===== config.mk =====
export PLATFORM = sky130hd
export DESIGN_NAME = pickup_stack
export DESIGN_NICKNAME = d
export VERILOG_FILES = /design/src/rtl/pickup_pkg.sv /design/src/rtl/char_stack.sv /design/src/rtl/pickup_stack.sv
export SDC_FILE = /design/constraint.sdc
export NUM_CORES = 1
export LEC_CHECK = 0
export BUFFER_PORTS_ARGS = -buffer_cell sky130_fd_sc_hd__buf_2
export CAP_MARGIN = 15
export CORE_MARGIN = 10
export CORE_UTILIZATION = 40
export CTS_CLUSTER_DIAMETER = 120
export DETAILED_ROUTE_END_ITERATION = 10
export HOLD_SLACK_MARGIN = 0.03
export SLEW_MARGIN = 5
export SYNTH_ARGS = -nofsm -noshare
export SYNTH_HDL_FRONTEND = slang
export SYNTH_SLANG_ARGS = --single-unit

===== constraint.sdc =====
create_clock -name clk -period 7.1 [get_ports clk]
set_input_delay 1.775 -clock clk [delete_from_list [all_inputs] [get_ports clk]]
set_output_delay 1.775 -clock clk [all_outputs]
set_load 0.1 [all_outputs]

===== src/rtl/pickup_pkg.sv =====
// Shared constants and state/phase encodings for the pickup stack.
// The separator sub-phase is only reachable when PICKUP_SEPARATOR_EN is defined.
package pickup_pkg;

    localparam int unsigned CH_UPPER_LO = 65;
    localparam int unsigned CH_UPPER_HI = 90;
    localparam int unsigned CH_LOWER_LO = 97;
    localparam int unsigned CH_LOWER_HI = 122;
    localparam int unsigned CH_SEP      = 45;

    typedef enum logic [1:0] {IDLE, COLLECT, EMIT, DONE} state_e;
    typedef enum logic [1:0] {PASS, THING, SEP} phase_e;

endpackage


===== src/rtl/char_stack.sv =====
// LIFO of DEPTH characters; pushes to a full stack and pops from an empty one are ignored.
// Contents are not reset: the count alone defines what is valid.
module char_stack #(
    parameter int DATA_LEN = 8,
    parameter int DEPTH    = 16,
    localparam int CW = $clog2(DEPTH + 1),
    localparam int AW = (DEPTH > 1) ? $clog2(DEPTH) : 1
) (
    input  logic                clk,
    input  logic                rst,
    input  logic                push,
    input  logic                pop,
    input  logic [DATA_LEN-1:0] din,
    output logic [DATA_LEN-1:0] top,
    output logic [CW-1:0]       count,
    output logic                full,
    output logic                empty
);

    logic [DATA_LEN-1:0] mem_q [DEPTH];
    logic [CW-1:0]       count_q, count_d;

    assign full  = (count_q == CW'(DEPTH));
    assign empty = (count_q == '0);
    assign count = count_q;
    assign top   = empty ? '0 : mem_q[AW'(count_q - 1'b1)];

    always_comb begin
        count_d = count_q;
        if (push && !full)
            count_d = count_q + 1'b1;
        else if (pop && !empty)
            count_d = count_q - 1'b1;
    end

    always_ff @(posedge clk) begin
        if (push && !full)
            mem_q[AW'(count_q)] <= din;
    end

    always_ff @(posedge clk or negedge rst) begin
        if (!rst) count_q <= '0;
        else      count_q <= count_d;
    end

endmodule


===== src/rtl/pickup_stack.sv =====
// Sorts upstream letters into passenger/thing stacks and emits them LIFO, passenger then thing.
// Define PICKUP_SEPARATOR_EN to insert a '-' cycle after every completed pair.
module pickup_stack
    import pickup_pkg::*;
#(
    parameter int DATA_LEN = 8,
    parameter int DEPTH    = 16,
    localparam int CW = $clog2(DEPTH + 1)
) (
    input  logic                clk,
    input  logic                rst,
    input  logic                in_valid,
    input  logic [DATA_LEN-1:0] in_data,
    input  logic                in_done,
    output logic                out_valid,
    output logic [DATA_LEN-1:0] out_data,
    output logic                done,
    output logic                overflow
);

    localparam logic [DATA_LEN-1:0] UP_LO = DATA_LEN'(CH_UPPER_LO);
    localparam logic [DATA_LEN-1:0] UP_HI = DATA_LEN'(CH_UPPER_HI);
    localparam logic [DATA_LEN-1:0] LO_LO = DATA_LEN'(CH_LOWER_LO);
    localparam logic [DATA_LEN-1:0] LO_HI = DATA_LEN'(CH_LOWER_HI);

    state_e state_q, state_d;
    phase_e phase_q, phase_d;
    logic   overflow_q, overflow_d;

    logic                p_push, p_pop, p_full, p_empty;
    logic                t_push, t_pop, t_full, t_empty;
    logic [DATA_LEN-1:0] p_top, t_top;
    logic [CW-1:0]       p_count, t_count;
    logic                cap, is_upper, is_lower, use_pass, last;

    char_stack #(.DATA_LEN(DATA_LEN), .DEPTH(DEPTH)) u_pass (
        .clk(clk), .rst(rst), .push(p_push), .pop(p_pop), .din(in_data),
        .top(p_top), .count(p_count), .full(p_full), .empty(p_empty)
    );

    char_stack #(.DATA_LEN(DATA_LEN), .DEPTH(DEPTH)) u_thing (
        .clk(clk), .rst(rst), .push(t_push), .pop(t_pop), .din(in_data),
        .top(t_top), .count(t_count), .full(t_full), .empty(t_empty)
    );

    assign is_upper = (in_data >= UP_LO) && (in_data <= UP_HI);
    assign is_lower = (in_data >= LO_LO) && (in_data <= LO_HI);
    assign cap      = in_valid && ((state_q == IDLE) || (state_q == COLLECT));
    assign p_push   = cap && is_upper && !p_full;
    assign t_push   = cap && is_lower && !t_full;

    // Fall back to the other stack when the phase's stack has run dry.
    assign use_pass = (phase_q == PASS) ? !p_empty : t_empty;
    assign last     = (p_count == CW'(1) && t_empty) || (t_count == CW'(1) && p_empty);

    always_comb begin
        state_d    = state_q;
        phase_d    = phase_q;
        overflow_d = overflow_q | (cap && ((is_upper && p_full) || (is_lower && t_full)));
        p_pop      = 1'b0;
        t_pop      = 1'b0;
        out_valid  = 1'b0;
        out_data   = '0;
        done       = 1'b0;
        case (state_q)
            IDLE: begin
                if (in_valid)     state_d = COLLECT;
                else if (in_done) state_d = DONE;
            end
            COLLECT: begin
                if (in_done)
                    state_d = (p_empty && t_empty && !p_push && !t_push) ? DONE : EMIT;
            end
            EMIT: begin
                out_valid = 1'b1;
`ifdef PICKUP_SEPARATOR_EN
                if (phase_q == SEP) begin
                    out_data = DATA_LEN'(CH_SEP);
                    phase_d  = PASS;
                    if (p_empty && t_empty) state_d = DONE;
                end else begin
`else
                begin
`endif
                    out_data = use_pass ? p_top : t_top;
                    p_pop    = use_pass;
                    t_pop    = !use_pass;
                    if (phase_q == PASS && use_pass)
                        phase_d = THING;
                    else if (phase_q == THING && !use_pass)
`ifdef PICKUP_SEPARATOR_EN
                        phase_d = SEP;
`else
                        phase_d = PASS;
`endif
                    if (last && phase_d != SEP) state_d = DONE;
                end
            end
            DONE: done = 1'b1;
            default: state_d = IDLE;
        endcase
    end

    assign overflow = overflow_q;

    always_ff @(posedge clk or negedge rst) begin
        if (!rst) begin
            state_q    <= IDLE;
            phase_q    <= PASS;
            overflow_q <= 1'b0;
        end else begin
            state_q    <= state_d;
            phase_q    <= phase_d;
            overflow_q <= overflow_d;
        end
    end

endmodule


==> out/summary.txt, run 1 <==
Synthesized instance count -> 556
CP Launch Point -> u_thing.count[1]$_DFFE_PN0P_
Ys async rst share -> 5.54%
Total wire length -> 23300 µm
Inserted Clock Buffers -> 28
DRC viols -> 0
Status -> finished, final reports clean
Dpl ws -> 2320 ps
Net Sw Frac -> 34.7%
Setup-failing EPs final -> 0
Total negative slack -> 0 ps
Origin of the critical flop-to-flop path -> state_q[1]$_DFFE_PN0P_
RePlAce Congestion -> 0.761
Worst path arrival time -> 3450 ps
Final Util -> 45.3%
Reg2reg path depth -> 6
ANT cells -> 0
CP endpoint -> out_data[2]
Clock Path Buffers -> 3
Maximum vdd ir drop -> 0.286 mV
Htree depth -> 1
Synthesized area per cell -> 20.1 µm²
First-pass GRT wire length -> 35800 µm
Minimum clock period -> 5230 ps
CTS resizes -> 0
Final Hold Fails -> 0
Root buffer cell -> clkbuf_16
Grt total ovfl -> 0
Clock transition at path regs -> 50 ps
Final Max Tran Viols -> 0
Post-synth top flop -> edfxtp_1
Fin nets -> 609
Hold_buf cts -> 0
Fill cells -> 2365
DRT iter0 DRCs -> 417
Area delta synth->final -> 12.3%
Max-cap viol count -> 0
WP data required -> 5330 ps
Via Count -> 5395
Final HPWL DP -> 14200 µm
Switching power -> 1.80 mW
Reg-to-reg critical path endpoint -> u_thing.mem_q[8][0]$_DFFE_PP_
Max Fclk -> 191 MHz
Power share of the clock group -> 26.9%
Seq/Total Area, Yosys -> 72.2%
Core ar. -> 27700 µm²
P_int -> 3.39 mW
Hold slack -> 466 ps
Final critical-path share of the clock period -> 73.6%
CTS tree -> yes
Startpoint types -> flop
Placed Cells -> 931
Starting Density -> 40.3%
Number of I/O port buffers -> 22
Lkg Pwr -> 4.14 nW
Gr usage total -> 13.2%
RSZ-0062 raised after global routing -> false
Post-layout instance count excluding filler cells -> 983
Drt via density -> 5.49
Synth cell types -> 52
Worst slew pin tran -> 1080 ps
Final WS setup -> 1870 ps
Die width -> 187 µm
FP Rows -> 61
Share of cells above drive strength 1 -> 23.5%
Io pins -> 23
Clk sink count -> 271
Crit Path Max Fanout -> 34
Wire per inst -> 23.7 µm
WS Path Type -> reg -> out
Combinational share of power -> 37.2%
Fin Clk Skew -> 9.06 ps
Synthesis Warnings -> 0
Post-route ant nets -> 0
Vias in the first global route -> 5697
Total die area -> 35000 µm²
R2R setup slack -> 3880 ps
Number of setup buffers added after CTS -> 0
CP endpoint kind -> output port
Normalized max-slew margin -> 27.9%
Part of the power in registers -> 35.9%
Synthesized area -> 11200 µm²
Number of antenna violations at the first check in global routing -> 0
Flops & latches, synth -> 271
Post-synth EDFFs -> 256
Die height -> 187 µm
First-pass iteration count of the detailed router -> 5
Pwr/cell area -> 413 nW/µm²
Net Count, Synth -> 582
Pin count of the biggest net entering global routing -> 38
Tightest Hold Check Type -> reg -> reg
Insertion delay to the later sink of the worst-skew pair -> 540 ps
worst min path at each step:
stage / end / from / cells after the start
after detailed placement: phase_q[1]$_DFFE_PN0P_ / phase_q[1]$_DFFE_PN0P_ / 0
after CTS: phase_q[1]$_DFFE_PN0P_ / phase_q[1]$_DFFE_PN0P_ / 0
after global placement: phase_q[1]$_DFFE_PN0P_ / phase_q[1]$_DFFE_PN0P_ / 0
after floorplan: phase_q[1]$_DFFE_PN0P_ / phase_q[1]$_DFFE_PN0P_ / 1
after global routing: phase_q[1]$_DFFE_PN0P_ / phase_q[1]$_DFFE_PN0P_ / 0
final: phase_q[1]$_DFFE_PN0P_ / phase_q[1]$_DFFE_PN0P_ / 0
through the flow:
| stage | instance area [µm²] | power (mW) |
|---|---|---|
| floorplan | 11200 | 3.37 |
| global placement | 11700 | 3.82 |
| detailed placement | 11700 | 3.84 |
| CTS | 12500 | 5.25 |
| global route | 12500 | 5.42 |
| finish | 12500 | 5.19 |
metal layers:
layer / vias to the layer above / routed length, µm / track usage [%]
met2: 144 / 11400 / 21.1
met5: - / 0 / 0
met3: 35 / 1040 / 2.03
li1: 2368 / - / -
met1: 2848 / 10400 / 18.4
met4: 0 / 464 / 3.54
flip-flops by register name, indices dropped and copies added, names as in the netlist, named ones only:
register and count:
u_thing.mem_q 128, u_pass.mem_q 128, u_thing.count 5, u_pass.count 5
state_q 2, overflow 1, phase_q 1
layout make-up:
class | instances | area (µm²) | area share, %
clock buffer | 39 | 773 | 6.16
clock inverter | 13 | 108 | 0.857
inverter | 8 | 30.0 | 0.239
multi-input combinational | 247 | 2950 | 23.5
sequential | 271 | 8070 | 64.3
tap | 378 | 473 | 3.77
timing repair buffer | 27 | 148 | 1.18
cell usage after synthesis (3+ instances only):
cell type  instances  area (µm²)
o22a_1             8        70.1
and2_1             5        31.3
nand3_1            3        15.0
nand2_1            9        33.8
clkbuf_1          14        52.6
o221ai_1           8        70.1
nor2_1            10        37.5
mux2i_1           36         360
nor3_1             5        25.0
and4b_1            4        40.0
dfrtp_1           15         375
o31ai_1            3        22.5
ha_1              14         175
nand2b_1           3        18.8
and3_1            20         125
xor2_1             4        35.0
xnor2_1            7        61.3
nor2b_1            3        18.8
buf_2             13        65.1
edfxtp_1         256        7690
and4_1             3        26.3
inv_1              8        30.0
mux4_2            64        1440
cells by family after synthesis:
family	synth area share, %
flip-flops	72.2
AND/OR/NAND/NOR	4.40
buffers and inverters	1.56
multiplexers	16.1
adder cells (fa/ha/maj)	1.57
AO/OA/AOI/OAI	3.17
XOR/XNOR	1.01
layout by cell type (no fill, tap or decap), types with 6 or more instances in the layout:
master and instances:
clkinv_1 6, inv_1 8, mux2i_1 36, nor2_1 10
dfrtp_1 13, edfxtp_1 256, and3_1 20, clkbuf_16 29
xnor2_1 7, ha_1 12, nand2_1 9, o221ai_1 8
mux4_2 64, o22a_1 8, clkbuf_1 9, buf_2 22
worst max-delay path, stage by stage, from the launching register on:
cell	delay [ps]
dfrtp_1	410
inv_1	120
ha_2	940
mux4_2	410
mux2i_1	280
o22a_1	250
o221ai_1	160
buf_2	330
power groups by stage:
stage / clock (mW) / sequential [mW] / combinational [mW]
3_5_place_dp: 0 / 1.89 / 1.95
3_3_place_gp: 0 / 1.89 / 1.93
4_1_cts: 1.43 / 1.86 / 1.96
5_1_grt: 1.49 / 1.87 / 2.05
2_1_floorplan: 0 / 1.87 / 1.50
6_report: 1.40 / 1.86 / 1.93
(Power assumes the default switching activity.)
==> run 2: changes to the inputs <==
Settings changed: ABC_AREA set to 1.
Clock period 7.1 ns to 4.7 ns, I/O delays scaled along.
==> run 2 against run 1 <==
Flip-flop and latch count unchanged. Hold slack worse by 63 ps. Clock skew down 1.9 ps. Final cell count up 54%. Largest cell class unchanged.
==> out/summary.txt, run 2 <==
Synth top cells by count -> nand2_1 (334), edfxtp_1 (256), nand3_1 (250)
Total negative slack -> 0 ps (unchanged)
CTS tree -> yes
Final Util -> 45.5% (+0.23 points)
Final WS setup -> 414 ps (-1460 ps)
Via Count -> 7966 (+48%)
Reg2reg path depth -> 10 (+4)
RePlAce Congestion -> 0.884 (+16%)
Insertion delay to the later sink of the worst-skew pair -> 540 ps (about the same)
Number of I/O port buffers -> 22 (unchanged)
RSZ-0062 raised after global routing -> false
Dpl ws -> 880 ps (-1430 ps)
Wire per inst -> 19.5 µm (-18%)
FP Rows -> 63 (+3.3%)
Synthesis Warnings -> 0 (unchanged)
Hold path startpoint -> phase_q[1]$_DFFE_PN0P_
Status -> finished, final reports clean
Most frequent cells in the layout -> nand2_1 (334), edfxtp_1 (256), nand3_1 (250)
Overall Power -> 9.09 mW (+75%)
Core ar. -> 29600 µm² (+6.7%)
Post-synth EDFFs -> 256 (unchanged)
Setup-failing EPs final -> 0 (unchanged)
Max Fclk -> 233 MHz
Die height -> 193 µm (+3.0%)
Normalized max-slew margin -> 43.6% (+16 points)
Area delta synth->final -> 12.7%
Inserted Clock Buffers -> 28 (unchanged)
Synthesized area -> 11900 µm² (+6.9%)
Top cells by area, synth -> edfxtp_1 (64%), nand2_1 (11%), nand3_1 (10%)
Hold_buf cts -> 0 (unchanged)
Synthesized instance count -> 1072 (+93%)
Die width -> 193 µm (+3.0%)
Io pins -> 23 (unchanged)
Number of setup buffers added after CTS -> 0 (unchanged)
Minimum clock period -> 4290 ps
Fin Clk Skew -> 7.19 ps (-1.87 ps)
Post-route ant nets -> 0 (unchanged)
Reg-to-reg critical path endpoint -> u_pass.mem_q[1][6]$_DFFE_PP_
Htree depth -> 1 (unchanged)
WP data required -> 3520 ps (-1810 ps)
First-pass iteration count of the detailed router -> 5 (unchanged)
Seq/Total Area, Yosys -> 67.5% (-4.6 points)
Hold Path Depth -> 0 (unchanged)
Pin count of the biggest net entering global routing -> 69 (+82%)
Total wire length -> 29500 µm (+26%)
Origin of the critical flop-to-flop path -> u_pass.count[0]$_DFFE_PN0P_
Vias in the first global route -> 7989 (+40%)
Number of antenna violations at the first check in global routing -> 0 (unchanged)
Hold slack -> 402 ps (-63.3 ps)
Hold Path End -> phase_q[1]$_DFFE_PN0P_
R2R setup slack -> 1910 ps (-1970 ps)
DRT iter0 DRCs -> 573 (+37%)
Startpoint types -> flop
Drt via density -> 5.27 (-3.9%)
Total die area -> 37200 µm² (+6.1%)
Clock Path Buffers -> 3 (unchanged)
Worst path arrival time -> 3110 ps (-340 ps)
Fin nets -> 1129 (+85%)
Post-synth top flop -> edfxtp_1
Tightest Hold Check Type -> reg -> reg
Crit Path Max Fanout -> 33 (-2.9%)
Clk sink count -> 271 (unchanged)
Grt total ovfl -> 0 (unchanged)
WS Path Type -> reg -> out
Synth cell types -> 35 (-33%)
Flops & latches, synth -> 271 (unchanged)
Max-cap viol count -> 0 (unchanged)
Top-count cell post-synth -> nand2_1
ANT cells -> 0 (unchanged)
Starting Density -> 40.4% (+0.061 points)
Clock transition at path regs -> 60 ps (about the same)
Final critical-path share of the clock period -> 91.2%
Share of cells above drive strength 1 -> 11.4% (-12 points)
Maximum vdd ir drop -> 0.598 mV (+110%)
Lkg Pwr -> 4.93 nW (+19%)
Worst slew pin tran -> 843 ps (-233 ps)
CTS resizes -> 0 (unchanged)
Synthesized area per cell -> 11.1 µm² (-45%)
Net Count, Synth -> 1098 (+89%)
Synth top area share -> 64.4% (-4.4 points)
First-pass GRT wire length -> 46000 µm (+28%)
Final Hold Fails -> 0 (unchanged)
Final HPWL DP -> 18800 µm (+32%)
Final Max Tran Viols -> 0 (unchanged)
CP endpoint kind -> output port
Pwr/cell area -> 675 nW/µm² (+63%)
Yosys top cell by area -> edfxtp_1
Gr usage total -> 15.9% (+2.7 points)
Root buffer cell -> clkbuf_16
Top flop regs -> u_pass.mem_q (128), u_thing.mem_q (128)
DRC viols -> 0 (unchanged)
Ys async rst share -> 5.54% (unchanged)
Most common cell after layout, fill and taps aside -> nand2_1
-- run 2: how the worst max path moves through the flow --
| stage | startpoint | endpoint | slack [ps] | cells past startpoint |
|---|---|---|---|---|
| CTS | u_pass.count[0]$_DFFE_PN0P_ | out_data[3] | 390 | 11 |
| global placement | in_data[0] | u_pass.mem_q[3][0]$_DFFE_PP_ | 950 | 9 |
| floorplan | state_q[0]$_DFFE_PN0P_ | out_data[0] | 870 | 6 |
| finish | u_pass.count[0]$_DFFE_PN0P_ | out_data[3] | 410 | 11 |
| detailed placement | in_data[0] | u_pass.mem_q[9][6]$_DFFE_PP_ | 880 | 9 |
| global route | u_pass.count[0]$_DFFE_PN0P_ | out_data[4] | 190 | 11 |
-- run 2: logic make-up (layout without fill, tap and decap cells) --
group	Yosys count	after routing	share of synthesized area, %
fa+ha+maj	14	14	1.47
xor+xnor	14	14	1.62
flops	271	271	67.5
simple gates	663	663	24.9
compound gates	17	17	0.839
buf+inv	93	142	3.58
-- run 2: metrics by stage --
| step | std cells | cell area (µm²) |
|---|---|---|
| floorplan | 1072 | 11900 |
| global placement | 1463 | 12600 |
| detailed placement | 1463 | 12600 |
| CTS | 1511 | 13500 |
| global route | 1511 | 13500 |
| finish | 1511 | 13500 |
-- run 2: per-layer routing --
metal | up-vias | track usage [%] | part of all wire, % | routed length [µm]
met5 | - | 0 | 0 | 0
met4 | 0 | 4.17 | 2.4 | 705
met3 | 44 | 3.29 | 7.1 | 2080
met2 | 258 | 26.0 | 47 | 14000
met1 | 3875 | 21.1 | 43 | 12700
li1 | 3789 | - | - | -
-- run 2: power breakdown --
part	internal, mW	switching [mW]
combinational	1.20	2.98
clock	1.17	0.869
sequential	2.74	0.119
total	5.11	3.97
-- run 2: final cells by class --
class                           instances  area [µm²]
Sequential cell                       271        8070
Fill cell                            2669       16100
Inverter                               40         151
Multi-Input combinational cell        708        3450
Timing Repair Buffer                   54         470
Clock buffer                           37         756
Tap cell                              390         488
Clock inverter                         11        78.8
-- run 2: worst max-delay path, cell delays in order (launching register included) --
cell and delay [ps]:
dfrtp_2 400, inv_2 70, buf_4 330, ha_1 310, inv_1 430, buf_4 320, nand3_1 120, nand3_1 100
nand3_1 80, nand3_1 80, nand2_1 130, buf_12 200
==> run 3: changes to the inputs <==
Settings changed: CELL_PAD_IN_SITES_DETAIL_PLACEMENT set to 0, CELL_PAD_IN_SITES_GLOBAL_PLACEMENT set to 1, PLACE_DENSITY_LB_ADDON set to 0.1, SKIP_LAST_GASP set to 1, SYNTH_HIERARCHICAL set to 1.
==> run 3 against run 2 <==
Hold slack better by 13 ps. Critical path depth down 2. Worst setup slack got worse by 67 ps. Synthesized area increased by 0.92%. Die area is 0.83% higher. Cell area up 1.6%. Maximum frequency is 1.5% lower. Combinational power is 3% higher. Non-clock buffer count unchanged. Routed wire length up 6.8%. Power is 3.4% higher. Via count is 0.13% lower. Critical endpoint is now out_data[6]. Largest power group unchanged.
==> out/summary.txt, run 3 <==
Status -> finished, final reports clean
Post-synth top flop -> edfxtp_1
Slowest-stage cell, CP -> dfrtp_1
Wire per inst -> 20.0 µm (+2.5%)
Die height -> 194 µm (+0.41%)
R2R setup slack -> 1820 ps (-90 ps)
ANT cells -> 0 (unchanged)
Drt via density -> 5.05 (-4.2%)
Die width -> 194 µm (+0.41%)
Post-layout instance count excluding filler cells -> 1575 (+4.2%)
Total negative slack -> 0 ps (unchanged)
Post-route ant nets -> 0 (unchanged)
First-pass iteration count of the detailed router -> 7 (+2)
Io pins -> 23 (unchanged)
Synth top area share -> 63.8% (-0.59 points)
Most common cell after layout, fill and taps aside -> nand2_1
Number of I/O port buffers -> 22 (unchanged)
CTS resizes -> 0 (unchanged)
Insertion delay to the later sink of the worst-skew pair -> 550 ps (about the same)
Number of antenna violations at the first check in global routing -> 0 (unchanged)
Core ar. -> 29700 µm² (+0.53%)
Synthesized area per cell -> 10.7 µm² (-4.0%)
Max-cap viol count -> 0 (unchanged)
Minimum clock period -> 4350 ps (+67.1 ps)
Max Fclk -> 230 MHz (-1.5%)
Synthesis Warnings -> 6 (+6)
CTS tree -> yes
Worst slew pin tran -> 875 ps (+31.9 ps)
Root buffer cell -> clkbuf_16
First-pass GRT wire length -> 47900 µm (+4.3%)
Crit Path Max Fanout -> 41 (+24%)
Synthesized area -> 12000 µm² (+0.92%)
Synth top cells by count -> nand2_1 (364), edfxtp_1 (256), nand3_1 (195)
Clock transition at path regs -> 60 ps (about the same)
Lkg Pwr -> 5.28 nW (+7.1%)
Ys async rst share -> 5.54% (unchanged)
Yosys top cell by area -> edfxtp_1
Synthesized instance count -> 1127 (+5.1%)
Reg2reg path depth -> 11 (+1)
Inserted Clock Buffers -> 29 (+3.6%)
Vias in the first global route -> 7735 (-3.2%)
Fin Clk Skew -> 21.0 ps (+13.8 ps)
Top-count cell post-synth -> nand2_1
Final HPWL DP -> 20100 µm (+6.9%)
Final Hold Fails -> 0 (unchanged)
Final critical-path share of the clock period -> 92.6% (+1.4 points)
Synth cell types -> 32 (-8.6%)
Htree depth -> 1 (unchanged)
Hold path startpoint -> phase_q[1]$_DFFE_PN0P_
Post-synth EDFFs -> 256 (unchanged)
Placed Cells -> 1522 (+4.0%)
Pwr/cell area -> 687 nW/µm² (+1.7%)
Worst path arrival time -> 3180 ps (+70 ps)
Tightest Hold Check Type -> reg -> reg
Crit-path max cell delay -> 440 ps (about the same)
Hold Path Depth -> 0 (unchanged)
Seq/Total Area, Yosys -> 66.9% (-0.62 points)
Overall Power -> 9.39 mW (+3.4%)
Critical path depth in cells -> 9 (-2)
Via Count -> 7956 (-0.13%)
WP buf/inv -> 3 (-2)
RSZ-0062 raised after global routing -> false
Cells along the critical path -> inv_1, ha_1, buf_4, nand3_1, nand3_1, nand3_1, a21oi_1, a22o_2, buf_2
Dpl ws -> 798 ps (-82.4 ps)
CP endpoint kind -> output port
WS Path Type -> reg -> out
Total wire length -> 31500 µm (+6.8%)
Starting Density -> 40.5% (+0.16 points)
Most frequent cells in the layout -> nand2_1 (364), edfxtp_1 (256), nand3_1 (195)
Gr usage total -> 16.3% (+0.36 points)
Clk sink count -> 271 (unchanged)
Share of cells above drive strength 1 -> 11.9% (+0.48 points)
Top flop regs -> u_pass/mem_q (128), u_thing/mem_q (128)
Normalized max-slew margin -> 41.5% (-2.1 points)
CP dominant cell by count -> nand3_1
Net Count, Synth -> 1153 (+5.0%)
Area delta synth->final -> 13.5%
DRT iter0 DRCs -> 537 (-6.3%)
WP data required -> 3520 ps (about the same)
Total die area -> 37500 µm² (+0.83%)
Top cells by area, synth -> edfxtp_1 (64%), nand2_1 (11%), nand3_1 (8.1%)
Pin count of the biggest net entering global routing -> 70 (+1.4%)
Startpoint types -> flop
Fill cells -> 2769 (+3.7%)
Fin nets -> 1189 (+5.3%)
Final WS setup -> 347 ps (-67.1 ps)
Clock Path Buffers -> 3 (unchanged)
Final Max Tran Viols -> 0 (unchanged)
Number of setup buffers added after CTS -> 0 (unchanged)
CP top delay family -> buffers and inverters
Maximum vdd ir drop -> 0.531 mV (-11%)
DRC viols -> 0 (unchanged)
Grt total ovfl -> 0 (unchanged)
Reg-to-reg critical path endpoint -> u_thing/mem_q[1][2]$_DFFE_PP_
RePlAce Congestion -> 0.806 (-8.9%)
Flops & latches, synth -> 271 (unchanged)
Setup-failing EPs final -> 0 (unchanged)
Hold_buf cts -> 0 (unchanged)
FP Rows -> 63 (unchanged)
Origin of the critical flop-to-flop path -> u_thing/count[1]$_DFFE_PN0P_
Hold slack -> 415 ps (+13.2 ps)
Hold Path End -> phase_q[1]$_DFFE_PN0P_
==> run 3: cell count changes after synthesis, moves of 12 or more <==
cell / before / now
nor2_1: 34 / 74
a21oi_1: 6 / 33
nor3_1: 19 / 7
inv_1: 32 / 54
nand3_1: 250 / 195
nand2_1: 334 / 364
==> run 3: cell type report <==
cell class / instances / area (µm²) / area share (%)
clock buffers: 38 / 769 / 5.63
clock inverters: 15 / 170 / 1.24
inverters: 68 / 255 / 1.87
multi-input cells: 739 / 3470 / 25.4
flip-flops and latches: 271 / 8070 / 59.0
well taps: 390 / 488 / 3.57
repair buffers: 54 / 455 / 3.33
==> run 3: metrics by stage <==
step                      cell area (µm²)  utilization (%)
after floorplan                     12000                -
after global placement              12700             42.9
after detailed placement            12700             42.9
after CTS                           13700             46.0
after global routing                13700             46.0
final                               13700             46.0
==> run 3: worst max-delay path by stage <==
stage / slack (ps) / startpoint / end
floorplan: 1040 / u_pass/count[0]$_DFFE_PN0P_ / out_data[6]
global placement: 850 / in_data[4] / u_pass/mem_q[5][7]$_DFFE_PP_
detailed placement: 800 / in_data[4] / u_pass/mem_q[9][6]$_DFFE_PP_
CTS: 300 / u_thing/count[1]$_DFFE_PN0P_ / out_data[6]
global route: 150 / u_thing/count[1]$_DFFE_PN0P_ / out_data[6]
finish: 350 / u_thing/count[1]$_DFFE_PN0P_ / out_data[6]
==> run 3: metal layers <==
layer	share of wire (%)	track usage, %
met2	48	26.9
met5	0	0
met1	46	21.9
met4	2.5	4.55
met3	3.3	2.21
==> run 3: kinds of logic after synthesis <==
logic type                 after synthesis  synth area share, %
AOI/OAI and AO/OA                       51                 2.75
adders and majority gates               14                 1.45
xor gates and xnor gates                12                 1.12
DFF                                    271                 66.9
and+or+nand+nor                        662                 23.5
buffers and inverters                  117                 4.24
==> run 3: power breakdown <==
part	internal [mW]	switching, mW
sequential	2.72	0.0937
combinational	1.24	3.07
clock	1.36	0.905
